**src/rtl/roi_color_accumulator.sv**
```systemverilog
// roi_color_accumulator
// Classifies every in-ROI RGB565 pixel as RED/GREEN/BLUE/WHITE/other,
// keeps saturating per-class counts for the frame, and emits exactly one
// result pulse (colour or white) per completed frame.
// Stage 1 registers the pixel and the frame_start/frame_end events
// together, so the FSM below always sees events aligned with the pixel
// sitting in stage 1.
module roi_color_accumulator #(
  parameter int unsigned ROI_X0       = 280,
  parameter int unsigned ROI_X1       = 359,
  parameter int unsigned ROI_Y0       = 200,
  parameter int unsigned ROI_Y1       = 279,
  parameter logic [4:0]  CH_MIN       = 5'd8,
  parameter logic [4:0]  COLOR_MARGIN = 5'd4,
  parameter logic [4:0]  WHITE_TH     = 5'd20,
  parameter logic [15:0] COLOR_MIN    = 16'd100,
  parameter logic [15:0] WHITE_MIN    = 16'd3000
) (
  input  logic        clk,
  input  logic        reset,
  input  logic        pixel_valid,
  input  logic [15:0] pixel_data,
  input  logic [9:0]  pixel_x,
  input  logic [8:0]  pixel_y,
  input  logic        frame_start,
  input  logic        frame_end,
  output logic [1:0]  detected_color,
  output logic        color_valid,
  output logic [15:0] color_confidence,
  output logic        white_detected,
  output logic [15:0] dbg_white_count,
  output logic        busy
);

  typedef enum logic [2:0] {IDLE, ACCUM, DRAIN1, DRAIN2, DECIDE} state_t;

  localparam logic [1:0] COL_NONE  = 2'b00;
  localparam logic [1:0] COL_RED   = 2'b01;
  localparam logic [1:0] COL_GREEN = 2'b10;
  localparam logic [1:0] COL_BLUE  = 2'b11;

  // stage 1
  logic [4:0] r_q, g_q, b_q, r_d, g_d, b_d;
  logic       roi_q, roi_d, fs_q, fs_d, fe_q, fe_d;
  // stage 2 / control
  state_t      state_q, state_d;
  logic        pend_q, pend_d;
  logic [15:0] cnt_r_q, cnt_g_q, cnt_b_q, cnt_w_q;
  logic [15:0] cnt_r_d, cnt_g_d, cnt_b_d, cnt_w_d;
  // registered outputs
  logic [1:0]  det_q, det_d;
  logic        cv_q, cv_d, wd_q, wd_d;
  logic [15:0] conf_q, conf_d, wdbg_q, wdbg_d;

  // green's LSB does not take part in classification
  logic unused_g_lsb;
  assign unused_g_lsb = pixel_data[5];

  // Stage 1 input capture: channel split and ROI window test.
  always_comb begin
    r_d   = pixel_data[15:11];
    g_d   = pixel_data[10:6];
    b_d   = pixel_data[4:0];
    roi_d = pixel_valid &&
            (pixel_x >= 10'(ROI_X0)) && (pixel_x <= 10'(ROI_X1)) &&
            (pixel_y >= 9'(ROI_Y0))  && (pixel_y <= 9'(ROI_Y1));
    fs_d  = frame_start;
    fe_d  = frame_end;
  end

  // Pixel class of the stage-1 pixel; 6-bit maths keeps channel+margin exact.
  logic [5:0] r6, g6, b6, m6;
  logic       is_white, is_red, is_green, is_blue;
  always_comb begin
    r6 = {1'b0, r_q};
    g6 = {1'b0, g_q};
    b6 = {1'b0, b_q};
    m6 = {1'b0, COLOR_MARGIN};
    is_white = (r6 >= {1'b0, WHITE_TH}) && (g6 >= {1'b0, WHITE_TH}) &&
               (b6 >= {1'b0, WHITE_TH});
    is_red   = !is_white && (r6 >= {1'b0, CH_MIN}) &&
               (r6 >= g6 + m6) && (r6 >= b6 + m6);
    is_green = !is_white && !is_red && (g6 >= {1'b0, CH_MIN}) &&
               (g6 >= r6 + m6) && (g6 >= b6 + m6);
    is_blue  = !is_white && !is_red && !is_green && (b6 >= {1'b0, CH_MIN}) &&
               (b6 >= r6 + m6) && (b6 >= g6 + m6);
  end

  // Dominant colour of the frame; ties go RED over GREEN over BLUE.
  logic [15:0] max_cnt;
  logic [1:0]  win;
  always_comb begin
    if (cnt_r_q >= cnt_g_q && cnt_r_q >= cnt_b_q) begin
      max_cnt = cnt_r_q;
      win     = COL_RED;
    end else if (cnt_g_q >= cnt_b_q) begin
      max_cnt = cnt_g_q;
      win     = COL_GREEN;
    end else begin
      max_cnt = cnt_b_q;
      win     = COL_BLUE;
    end
  end

  function automatic logic [15:0] sat_inc(input logic [15:0] v);
    return (v == 16'hFFFF) ? v : v + 16'd1;
  endfunction

  // Frame FSM, counter update and result formation.
  always_comb begin
    state_d = state_q;
    pend_d  = pend_q;
    cnt_r_d = cnt_r_q;
    cnt_g_d = cnt_g_q;
    cnt_b_d = cnt_b_q;
    cnt_w_d = cnt_w_q;
    det_d   = det_q;
    conf_d  = conf_q;
    wdbg_d  = wdbg_q;
    cv_d    = 1'b0;
    wd_d    = 1'b0;
    case (state_q)
      IDLE: begin
        if (fs_q) begin
          cnt_r_d = '0; cnt_g_d = '0; cnt_b_d = '0; cnt_w_d = '0;
          state_d = ACCUM;
        end
      end
      ACCUM: begin
        if (fs_q && !fe_q) begin
          // abandon the partial frame and restart from zero
          cnt_r_d = '0; cnt_g_d = '0; cnt_b_d = '0; cnt_w_d = '0;
        end else begin
          if (roi_q) begin
            if (is_white) cnt_w_d = sat_inc(cnt_w_q);
            if (is_red)   cnt_r_d = sat_inc(cnt_r_q);
            if (is_green) cnt_g_d = sat_inc(cnt_g_q);
            if (is_blue)  cnt_b_d = sat_inc(cnt_b_q);
          end
          if (fe_q) begin
            state_d = DRAIN1;
            pend_d  = fs_q;
          end
        end
      end
      DRAIN1: begin
        if (fs_q) pend_d = 1'b1;
        state_d = DRAIN2;
      end
      DRAIN2: begin
        if (fs_q) pend_d = 1'b1;
        state_d = DECIDE;
      end
      DECIDE: begin
        wdbg_d = cnt_w_q;
        if (max_cnt >= COLOR_MIN) begin
          cv_d   = 1'b1;
          det_d  = win;
          conf_d = max_cnt;
        end else if (cnt_w_q >= WHITE_MIN) begin
          wd_d = 1'b1;
        end else begin
          cv_d   = 1'b1;
          det_d  = COL_NONE;
          conf_d = max_cnt;
        end
        if (pend_q || fs_q) begin
          cnt_r_d = '0; cnt_g_d = '0; cnt_b_d = '0; cnt_w_d = '0;
          pend_d  = 1'b0;
          state_d = ACCUM;
        end else begin
          state_d = IDLE;
        end
      end
      default: state_d = IDLE;
    endcase
  end

  // All state, async active-high reset.
  always_ff @(posedge clk or posedge reset) begin
    if (reset) begin
      r_q <= '0; g_q <= '0; b_q <= '0;
      roi_q <= 1'b0; fs_q <= 1'b0; fe_q <= 1'b0;
      state_q <= IDLE;
      pend_q  <= 1'b0;
      cnt_r_q <= '0; cnt_g_q <= '0; cnt_b_q <= '0; cnt_w_q <= '0;
      det_q <= COL_NONE; cv_q <= 1'b0; wd_q <= 1'b0;
      conf_q <= '0; wdbg_q <= '0;
    end else begin
      r_q <= r_d; g_q <= g_d; b_q <= b_d;
      roi_q <= roi_d; fs_q <= fs_d; fe_q <= fe_d;
      state_q <= state_d;
      pend_q  <= pend_d;
      cnt_r_q <= cnt_r_d; cnt_g_q <= cnt_g_d;
      cnt_b_q <= cnt_b_d; cnt_w_q <= cnt_w_d;
      det_q <= det_d; cv_q <= cv_d; wd_q <= wd_d;
      conf_q <= conf_d; wdbg_q <= wdbg_d;
    end
  end

  assign detected_color   = det_q;
  assign color_valid      = cv_q;
  assign color_confidence = conf_q;
  assign white_detected   = wd_q;
  assign dbg_white_count  = wdbg_q;
  assign busy             = (state_q == DRAIN1) || (state_q == DRAIN2) ||
                            (state_q == DECIDE);

endmodule

```
**config.mk**
```make
export PLATFORM = sky130hd
export DESIGN_NAME = roi_color_accumulator
export DESIGN_NICKNAME = d
export VERILOG_FILES = /design/src/rtl/roi_color_accumulator.sv
export SDC_FILE = /design/constraint.sdc
export NUM_CORES = 1
export LEC_CHECK = 0
export ABC_CLOCK_PERIOD_IN_PS = 3550
export BUFFER_PORTS_ARGS = -buffer_cell sky130_fd_sc_hd__buf_2
export CAP_MARGIN = 10
export CORE_MARGIN = 5
export CORE_UTILIZATION = 35
export DETAILED_ROUTE_END_ITERATION = 8
export PLACE_DENSITY_LB_ADDON = 0.2
export SYNTH_ARGS = -nofsm -noshare
export SYNTH_HDL_FRONTEND = slang
export SYNTH_SLANG_ARGS = --single-unit
export TNS_END_PERCENT = 5
```
**constraint.sdc**
```tcl
create_clock -name clk -period 3.55 [get_ports clk]
set_input_delay 0.355 -clock clk [delete_from_list [all_inputs] [get_ports clk]]
set_output_delay 0.355 -clock clk [all_outputs]
set_load 0.05 [all_outputs]
```
==> results of run 1 <==
sequential cells by signal, summed over array words and instances, names as in the netlist:
name / cells
roi_q: 1
cnt_g_q: 16
cnt_r_q: 16
color_valid: 1
cnt_b_q: 16
color_confidence: 16
r_q: 5
dbg_white_count: 16
cnt_w_q: 16
fe_q: 1
b_q: 5
pend_q: 1
fs_q: 1
g_q: 5
white_detected: 1
state_q: 3
detected_color: 2
where the power goes:
| part | internal (W) | total (W) | switching, W |
|---|---|---|---|
| sequential | 0.00145 | 0.00151 | 0.0000636 |
| clock | 0.00130 | 0.00195 | 0.000655 |
| combinational | 0.000272 | 0.000934 | 0.000662 |
final cells by class:
class	instances	area, um^2	share of cell area, %
repair buffers	107	656	7.01
flip-flops and latches	122	3050	32.7
clock buffers	21	470	5.03
multi-input cells	644	4420	47.3
clock inverters	11	191	2.05
well taps	280	350	3.75
inverters	53	203	2.17
how the worst min path moves through the flow:
stage                                     from                    to  depth (start not counted)
final                                frame_end                  fe_q                          1
after global routing            pixel_data[11]                r_q[0]                          1
after CTS                        pixel_data[6]                g_q[0]                          1
after global placement    color_confidence[15]  color_confidence[15]                          1
after floorplan                  pixel_data[0]                b_q[0]                          0
after detailed placement   dbg_white_count[15]   dbg_white_count[15]                          2
cell usage in the layout (no fill, tap or decap), drive strengths merged, types with 7 or more instances in the layout:
master / instances
buf: 107
ha: 85
and3: 7
a211oi: 7
dfrtp: 122
nor4: 22
or3: 9
xnor2: 33
nand2b: 10
nand4: 21
a21o: 16
xor2: 12
clkbuf: 21
nand3: 32
mux2: 7
a21oi: 53
mux2i: 16
nor2: 72
nor3: 21
inv: 52
o21ai: 49
nand2: 91
o31ai: 9
routing by layer:
layer	global-route usage (%)	up-vias	routed length (um)
met3	3.49	22	832
met1	24.5	3053	10300
met5	0	-	0
met4	4.85	0	292
met2	25.1	129	9160
li1	-	3247	-
metrics by stage:
step	instances	worst slack, ns	power (W)	area, um^2	util (%)
after floorplan	848	0.569	0.00217	7800	-
after global placement	1206	0.485	0.00247	8680	39.7
after detailed placement	1206	0.447	0.00249	8680	39.7
after CTS	1238	0.429	0.00446	9350	42.7
after global routing	1238	0.216	0.00464	9350	42.7
final	1238	0.433	0.00440	9350	42.7
worst reg2reg max path, cell delays in order (launching register included):
cell	delay, ns
dfrtp_1	0.44
ha_1	0.33
a211oi_1	0.32
o211ai_1	0.17
a211oi_1	0.39
o31ai_1	0.17
o21ai_2	0.14
a31oi_1	0.16
o31ai_4	0.35
buf_12	0.19
mux2_2	0.34
cells by family after synthesis:
logic type / Yosys count / share of synthesized area [%]
multiplexers: 23 / 3.07
flip-flops: 122 / 39.2
buffers and inverters: 82 / 4.25
AND/OR/NAND/NOR: 307 / 19.2
XOR/XNOR: 45 / 5.06
AO/OA/AOI/OAI: 184 / 15.6
adder cells (fa/ha/maj): 85 / 13.6
==> impl_metrics.toml, run 1 <==
[synthesis]
seq_area_frac_synth_pct = 39.2
yosysUniqueCellTypes = 64
yosysTopAreaCell = "dfrtp_1"
synthTopCellsByArea = "dfrtp_1 (39%), ha_1 (14%), nand2_1 (4.4%)"
ys.flop_type = "dfrtp_1"
synth_cells = 848
avgSynthCellArea_um2 = 9.19
synth_edf_count = 0
ys_ff_latch = 122
synth_top_cells_by_count = "dfrtp_1 (122), nand2_1 (91), ha_1 (85), nor2_1 (72)"
synth_top_area_share_pct = 39.2
synth_fp_nets = 973
yosysMostFrequentCell = "dfrtp_1"
yosys_warnings = 0
netlist_area_mm2 = 0.00780
async_flop_share_pct = 100

[placement]
place.gp.congestion = 0.827
portBuffers = 69
place_hpwl_um = 15200

[worst_setup_path]
critPathCapture = "color_confidence[5]"
ff2ff_path_depth = 10
crit_type = "reg2reg"
path_delay_family = "compound AO/OA/AOI/OAI gates"
path_depth = 10
r2r-start = "cnt_r_q[5]"
endpoint_kind = "register"
crit_path_max_fanout = 18
cpMostUsedCell = "a211oi_1"
path_buf_inv = 1
reg2reg_setup_slack_ns = 0.43
cp.required_ns = 3.86
rr_endpoint = "color_confidence[5]"
arrival_ns = 3.43
cp-start-kind = "register"
crit_path_top_delay_cell = "dfrtp_1"
startpoint = "cnt_r_q[5]"
path_cells = "ha_1, a211oi_1, o211ai_1, a211oi_1, o31ai_1, o21ai_2, a31oi_1, o31ai_4, buf_12, mux2_2"
max_stage_delay_ns = 0.44

[sta]
setup-tns-final_ns = 0
finalHoldViolCount = 0
setup_violations = 0
fmax_mhz = 321
rsz0062_at_grt = "false"
hold_ws_ns = 0.0257
slew_violations = 0
period_share_pct = 87.8
fin_skew_ns = 0.0149
min_period_ns = 3.12
tightest_slew_ns = 1.05
relSlewSlack_pct = 29.4

[final_layout]
drive_above_1_share_pct = 16.4
syn2layout_area_growth_pct = 19.9
n_fill_cell = 2194
diodes = 0
num-nets-final = 1070

[global_routing]
grt_pass1_vias = 6393
grtUsageTotal_pct = 16.8
grt_max_degree = 123
grt_pass1_wl_um = 34800
grt-ovfl-total = 0
antenna_found_initial = 0

[power_and_ir_drop]
power_leakage_nw = 4.43
vdd_drop_max_mv = 0.311
cellPowerDensity_mw_per_mm2 = 470

[floorplan]
die_w_um = 159
start_util_pct = 35.6
io_pins = 77
std_cell_rows = 54
dieArea_mm2 = 0.0254
core_mm2 = 0.0219
die_y_um = 159

[clock_tree]
cts_tree = "built"
cts_repair_resize_count = 0
cts_setup_buffers = 0
numCtsBuffers = 17
cts.sinks = 122
cts_root_buf = "clkbuf_16"
clock_path_buffers = 2
htreeDepth = 4
clk_pin_slew_ns = 0.05
cts_hold_buf = 0
clk_latency_ns = 0.43

[routing]
wl_um = 20600
drt_pass1_iterations = 5
wl_per_cell_um = 16.7
dr_total_vias = 6451
drc = 0
antenna_left = 0
initialDrtViolationCount = 343
via_per_inst = 5.21

[run]
maxCapViolations = 0

[hold_path]
holdCritPathClass = "in2reg"

[run_status]
outcome = "finished, final reports clean"
(Power assumes the default switching activity.)
==> run 2: changes to the inputs <==
--- a/config.mk
+++ b/config.mk
@@ -11,6 +11,7 @@
 export CORE_MARGIN = 5
 export CORE_UTILIZATION = 35
 export DETAILED_ROUTE_END_ITERATION = 8
+export GPL_TIMING_DRIVEN = 0
 export PLACE_DENSITY_LB_ADDON = 0.2
 export SYNTH_ARGS = -nofsm -noshare
 export SYNTH_HDL_FRONTEND = slang
==> run 2 against run 1 <==
Wire length grew 0.65%. Worst setup slack got worse by 0.29 ns. Critical path depth grew 1. Critical path type unchanged. Largest power group unchanged. Highest routed layer unchanged.
==> impl_metrics.toml, run 2 (synthesis gave the netlist of run 1 again) <==
[routing]
via_per_inst = 5.28
initialDrtViolationCount = 297
drt_pass1_iterations = 5
dr_total_vias = 6512
wl_um = 20700
antenna_left = 0
drc = 0
wl_per_cell_um = 16.8

[clock_tree]
clk_pin_slew_ns = 0.06
cts_tree = "built"
cts.sinks = 122
cts_setup_buffers = 0
clk_latency_ns = 0.42
numCtsBuffers = 17
clock_path_buffers = 2
cts_root_buf = "clkbuf_16"
htreeDepth = 4

[placement]
post-place-ws_ns = -0.104
dp.cells = 1201
portBuffers = 69
place_hpwl_um = 16000
place.gp.congestion = 0.857

[floorplan]
die_y_um = 159
die_w_um = 159
dieArea_mm2 = 0.0254
std_cell_rows = 54
start_util_pct = 35.6
core_mm2 = 0.0219
io_pins = 77

[final_layout]
most-common-layout-cells = "dfrtp_1 (122), nand2_1 (91), ha_1 (85)"
diodes = 0
final_cells = 1233
final_common_cell = "dfrtp_1"
num-nets-final = 1065
drive_above_1_share_pct = 14.3
syn2layout_area_growth_pct = 17.5

[sta]
min_period_ns = 3.41
fin_ws_ns = 0.140
hold_ws_ns = 0.0365
slew_violations = 0
tightest_slew_ns = 1.09
setup_violations = 0
rsz0062_at_grt = "false"
finalHoldViolCount = 0
setup-tns-final_ns = 0
relSlewSlack_pct = 26.8
fin_skew_ns = 0.00947
period_share_pct = 96.0
fmax_mhz = 293

[global_routing]
grtUsageTotal_pct = 16.6
antenna_found_initial = 0
grt-ovfl-total = 0
grt_pass1_wl_um = 34400
grt_max_degree = 35
grt_pass1_vias = 6344

[worst_setup_path]
cp.required_ns = 3.85
crit_type = "reg2reg"
cp-start-kind = "register"
endpoint_kind = "register"
arrival_ns = 3.71
crit_path_max_fanout = 10

[power_and_ir_drop]
comb_power_share_pct = 24.1
clkPwrFrac_pct = 39.8
pwr-share-seq_pct = 36.1
cellPowerDensity_mw_per_mm2 = 453
power_leakage_nw = 4.26
vdd_drop_max_mv = 0.301
p_int_w = 0.00268
switching_share_pct = 35.3
p_switching_w = 0.00146

[run_status]
outcome = "finished, final reports clean"

[hold_path]
holdCritPathClass = "in2reg"

[run]
maxCapViolations = 0
-- run 2: area by class of cell --
type                    instances  area (um^2)
clock inverters                14          124
well taps                     280          350
multi-input cells             644         4450
repair buffers                 73          410
inverters                      53          203
plain buffers                  29          134
clock buffers                  18          439
flip-flops and latches        122         3050
fillers                      2194        12700
-- run 2: through the flow --
stage / utilization [%] / instance area [um^2] / power, W
global placement: 38.8 / 8500 / 0.00250
finish: 41.8 / 9160 / 0.00415
global route: 41.8 / 9160 / 0.00437
floorplan: - / 7800 / 0.00217
detailed placement: 39.1 / 8560 / 0.00252
CTS: 41.7 / 9130 / 0.00419
-- run 2: what timing repair did --
item                       in CTS  in global routing
pin swaps                       0                  1
resized for setup               2                  7
setup endpoints to repair      11                 36
hold buffers                    0                  0
-- run 2: path summary, 6_finish.rpt --
check,startpoint,to,slack [ns],cells past startpoint
max in group asynchronous,reset,cnt_b_q[5],2.66,4
setup reg to reg,cnt_g_q[0],color_confidence[2],0.14,11
setup / recovery,cnt_g_q[0],color_confidence[2],0.14,11
min in group asynchronous,reset,b_q[1],0.07,2
hold / removal,pixel_data[9],g_q[3],0.04,1
hold reg to reg,dbg_white_count[15],dbg_white_count[15],0.46,2
-- run 2: layer usage --
metal	part of all wire (%)	GRT usage, %	up-vias	routed length [um]
li1	-	-	3235	-
met1	50	24.0	3111	10300
met2	44	25.5	143	9210
met3	4.3	3.29	23	899
met4	1.7	4.27	0	344
met5	0	0	-	0
-- run 2: worst max-delay path, stage by stage (launching register included) --
cell and delay (ns):
dfrtp_1 0.46, inv_1 0.15, ha_1 0.31, or3b_1 0.34, o2111ai_1 0.12, a31o_2 0.20, a31oi_1 0.12, or2_0 0.23
clkbuf_1 0.13, o211a_4 0.28, o31ai_4 0.55, mux2_2 0.40
-- run 2: power by group through the flow --
stage	Combinational [W]	Clock (W)	Sequential, W
after floorplan	0.000603	0	0.00157
after global placement	0.000984	0	0.00152
after detailed placement	0.000999	0	0.00152
after CTS	0.00100	0.00169	0.00150
after global routing	0.00111	0.00175	0.00150
final	0.00100	0.00165	0.00150
